File: src/rtl/seg7_pkg.sv
// Shared seven-segment types and the active-low hex glyph table (segments g..a).
package seg7_pkg;

    typedef logic [6:0] seg7_t;

    localparam seg7_t SEG7_BLANK = 7'h7F;

    localparam seg7_t SEG7_ENC [16] = '{
        7'h40, 7'h79, 7'h24, 7'h30, 7'h19, 7'h12, 7'h02, 7'h78,
        7'h00, 7'h18, 7'h08, 7'h03, 7'h46, 7'h21, 7'h06, 7'h0E
    };

endpackage

File: src/rtl/seg7_digit_enc.sv
// Combinational nibble to active-low seven-segment glyph lookup.
module seg7_digit_enc
    import seg7_pkg::*;
(
    input  logic [3:0] nibble_i,
    output seg7_t      seg_o
);

    assign seg_o = SEG7_ENC[nibble_i];

endmodule

File: src/rtl/seg7_display_ctrl.sv
// Registered multi-digit hex display controller with per-digit blink.
// Define SEG7_LZ_BLANK_EN to blank leading zero digits (digit 0 always shown).
module seg7_display_ctrl
    import seg7_pkg::*;
#(
    parameter int NUM_DIGITS = 6,
    parameter int BLINK_DIV  = 25_000_000
) (
    input  logic                    clk,
    input  logic                    rst,
    input  logic                    load,
    input  logic [4*NUM_DIGITS-1:0] value,
    input  logic [NUM_DIGITS-1:0]   blink_en,
    output logic [7*NUM_DIGITS-1:0] seg,
    output logic [4*NUM_DIGITS-1:0] shown_value,
    output logic                    blink_phase
);

    localparam int               DIV_W    = (BLINK_DIV > 1) ? $clog2(BLINK_DIV) : 1;
    localparam logic [DIV_W-1:0] DIV_LAST = DIV_W'(BLINK_DIV - 1);

    logic [4*NUM_DIGITS-1:0] value_q;
    logic [NUM_DIGITS-1:0]   mask_q;
    logic [DIV_W-1:0]        div_q;
    logic                    phase_q;
    logic [7*NUM_DIGITS-1:0] seg_q;
    logic [7*NUM_DIGITS-1:0] seg_d;
    logic [NUM_DIGITS-1:0]   lz_blank;
    seg7_t                   enc_w [NUM_DIGITS];

    for (genvar g = 0; g < NUM_DIGITS; g++) begin : g_dig
        seg7_digit_enc u_enc (
            .nibble_i (value_q[4*g +: 4]),
            .seg_o    (enc_w[g])
        );
    end

`ifdef SEG7_LZ_BLANK_EN
    logic zero_above;
`endif

    always_comb begin
        lz_blank = '0;
        seg_d    = '0;
`ifdef SEG7_LZ_BLANK_EN
        // Walk down from the top digit; a digit is leading while everything above it is zero.
        zero_above = 1'b1;
        for (int i = NUM_DIGITS - 1; i >= 1; i--) begin
            zero_above  = zero_above && (value_q[4*i +: 4] == 4'h0);
            lz_blank[i] = zero_above;
        end
`endif
        for (int i = 0; i < NUM_DIGITS; i++) begin
            if ((phase_q && mask_q[i]) || lz_blank[i])
                seg_d[7*i +: 7] = SEG7_BLANK;
            else
                seg_d[7*i +: 7] = enc_w[i];
        end
    end

    always_ff @(posedge clk or posedge rst) begin
        if (rst) begin
            value_q <= '0;
            mask_q  <= '0;
            div_q   <= '0;
            phase_q <= 1'b0;
            for (int i = 0; i < NUM_DIGITS; i++) begin
`ifdef SEG7_LZ_BLANK_EN
                seg_q[7*i +: 7] <= (i == 0) ? SEG7_ENC[0] : SEG7_BLANK;
`else
                seg_q[7*i +: 7] <= SEG7_ENC[0];
`endif
            end
        end else begin
            seg_q <= seg_d;
            // A load restarts the blink cycle on its visible half, overriding any wrap.
            if (load) begin
                value_q <= value;
                mask_q  <= blink_en;
                div_q   <= '0;
                phase_q <= 1'b0;
            end else if (div_q == DIV_LAST) begin
                div_q   <= '0;
                phase_q <= ~phase_q;
            end else begin
                div_q   <= div_q + DIV_W'(1);
            end
        end
    end

    assign seg         = seg_q;
    assign shown_value = value_q;
    assign blink_phase = phase_q;

endmodule

File: config.mk
export PLATFORM = sky130hd
export DESIGN_NAME = seg7_display_ctrl
export DESIGN_NICKNAME = d
export VERILOG_FILES = /design/src/rtl/seg7_pkg.sv /design/src/rtl/seg7_digit_enc.sv /design/src/rtl/seg7_display_ctrl.sv
export SDC_FILE = /design/constraint.sdc
export NUM_CORES = 1
export LEC_CHECK = 0
export CELL_PAD_IN_SITES_DETAIL_PLACEMENT = 1
export CELL_PAD_IN_SITES_GLOBAL_PLACEMENT = 1
export CORE_MARGIN = 4
export CORE_UTILIZATION = 40
export DETAILED_ROUTE_END_ITERATION = 6
export GPL_ROUTABILITY_DRIVEN = 1
export HOLD_SLACK_MARGIN = 0.15
export PLACE_DENSITY_LB_ADDON = 0.12
export SLEW_MARGIN = 25
export SYNTH_ARGS = -nofsm -noshare
export SYNTH_HDL_FRONTEND = slang
export SYNTH_SLANG_ARGS = --single-unit
File: constraint.sdc
create_clock -name clk -period 3.4 [get_ports clk]
set_input_delay 0.34 -clock clk [delete_from_list [all_inputs] [get_ports clk]]
set_output_delay 0.34 -clock clk [all_outputs]
set_load 0.005 [all_outputs]
==> metrics <==
number of detailed-route iterations in the first pass=4; top cells by count, synth=dfrtp_1 (92), nand2_1 (57), o21ai_0 (44); synthesized area=4881 um^2; nets=643; Slowest-stage cell, CP=or4b_2; H-tree Lvls=3; post-CTS setup buffers=0; Yosys reg bits=98; post-cts hold buffer count=0; die height=118.5 um; Max Clock Freq=447.5 MHz; Clock power frac=0.334; Critical Path End Type=flip-flop; fin area=6285 um^2; critical path, cell by cell=and4_2 > nand4_1 > or4b_2 > a21oi_1; period utilization=0.6572; clock sinks=a little under 100; Starting DRT DRC Count=180; total track usage=0.1890; # Max-Cap Violations=0; worst hold path type=in -> async; ys async rst share=1.000; Vias/cell=5.473; Synth Flop Type=dfrtp_1; Seq/Total Area, Yosys=0.5040; HPWL Detailed=slightly above 9000 um; RSZ-0062 raised after global routing=false; first-pass GRT wire length=21700 um; Post-DP Area=6001 um^2; Antenna Cells=0; CTS resizes=0; CTS root buf=clkbuf_16; initial antenna violation count=0; max_slew headroom=0.5855; Synth Area in Simple Gates=0.1628; CP Max Fanout=14; internal power=0.002159 W; top-count cell post-synth=dfrtp_1; dpl cells=between 700 and 800; Initial Util=0.4081; Placement Rows=40; CP required=between 3 and 4 ns; Warnings, synthesis=0; critical path class=reg -> reg; syn avg cell area=10.15 um^2; EDFF count, synth=0; routability cong.=0.8549; Net Sw Power=0.0007600 W; Synth Area in XOR/XNOR=0.02512; Flop pwr share=0.473; top-area cell type share of the netlist area=0.4717; CP peak stage delay=0.80 ns; worst-margin pin slew=0.6218 ns; setup TNS=0 ns; CTS Buf Count=9; met2 usage=0.3273; Combinational Power Share=0.194; final setup vio count=0; Routed WL per cell=17.60 um; vias in the first global route=4212; routed via count=4001; gr busiest metal=met2; Netlist cell types=39; clock latency at the later pin of the worst-skew pair=0.34 ns; CP Launch Type=flip-flop; Port Buf Inserts=99; Core ar.=11960 um^2; CTS Buffer Depth=2; Worst Skew=0.006319 ns; total die area=14030 um^2; pwr/cell area=464.5 nW/um^2; switching power share of the total=0.2603; I/O pins=100; Die W=118.5 um; Compound-Gate Fraction of Synth Area=0.1728; met3 global-route usage=0.03158; multiplexer share of the synthesized area=0.02051; post-route insts no fill=731; Yosys top cell by area=dfrtp_1; crit path DAT=around 2.5 ns; Final Power=just under 0.003 W; Congestion Overflow GR=0; status=complete, no violations; Lkg Pwr=2.618 nW; drc violations=0; syn nets=545; largest family of logic cells by synthesized area=compound AO/OA/AOI/OAI gates; Post-Route WL=12860 um; synth top area cells=dfrtp_1 (47%), ha_1 (7.9%), o21ai_0 (4.5%); post-route minimum period=2.235 ns; CTS tree=done; pin count of the biggest net entering global routing=51; Layout area overhead=28.76%; Final Hold Fails=0; Worst IR Drop VDD=0.0001699 V; Final Util=0.5254; M1 GR Usage=0.2427; Synth Area in Adders=0.07947; Routed Antenna Nets=0; clk slew on worst S/H paths=about 0.06 ns; Max Slew Vio Count=0; fraction of layout cells with a size suffix above 1=0.06678; Synth Instances=481; R2R setup slack=1.17 ns
registers in the layout, indices dropped and copies added (netlist names):
name	cells
mask_q	6
seg	42
div_q	25
blink_phase	1
shown_value	24
area by class of cell:
| type | count | area [um^2] |
|---|---|---|
| clock buffers | 14 | 274.0 |
| clock inverters | 2 | 10.01 |
| flip-flops and latches | 98 | 2460 |
| inverters | 24 | 92.59 |
| multi-input cells | 343 | 2248 |
| well taps | 147 | 183.9 |
| fillers | 1355 | 5677 |
| repair buffers | 103 | 1016 |
cell usage in the layout (no fill, tap or decap), types with 9 or more instances in the layout:
cell type and n:
nand3_1 17, nand2_1 57, nor2b_1 9, ha_1 31
o211ai_1 15, o311ai_0 24, nor2_1 33, dfrtp_1 92
clkdlybuf4s50_1 98, a21oi_1 23, clkbuf_16 9, inv_1 23
o21ai_0 44
metrics by stage:
stage / setup slack, ns / hold WS (ns)
CTS: 1.164 / 0.4467
global route: 0.9941 / 0.4770
global placement: 1.262 / 0.4795
finish: 1.165 / 0.4249
floorplan: 0.5079 / 0.4610
detailed placement: 1.183 / 0.4973
routing by layer:
layer / routed length [um] / vias to the layer above
met4: 155 / 0
li1: - / 1926
met3: 399 / 10
met2: 6548 / 70
met5: 0 / -
met1: 5759 / 1995
worst max-delay path: cells and delay by family, from the launching register on:
kind               cells  cell delay (ns)
AOI/OAI and AO/OA      1             0.16
DFF                    1             0.45
and+or+nand+nor        3             1.54
power by group through the flow:
stage                     clock (W)  combinational [W]  sequential (W)
after floorplan                   0           0.000245         0.00138
after global placement            0           0.000554         0.00140
after detailed placement          0           0.000570         0.00140
after CTS                   0.00100           0.000577         0.00138
after global routing        0.00105           0.000628         0.00140
final                      0.000975           0.000565         0.00138
cell families (layout without fill, tap and decap cells):
group,Yosys count,in the layout
fa+ha+maj,31,31
compound gates,128,128
simple gates,161,161
flops,98,98
buf+inv,40,143
mux,9,9
xor+xnor,14,14
path summary, 6_finish.rpt:
path,start,end,cells past startpoint
setup / recovery,div_q[7],div_q[19],4
hold / removal,rst,seg[5],2
setup reg to reg,div_q[7],div_q[19],4
hold reg to reg,mask_q[4],mask_q[4],1
max in group asynchronous,rst,seg[13],3
min in group clk,load,div_q[4],2
Note: power is estimated with default switching activity, not from simulation.
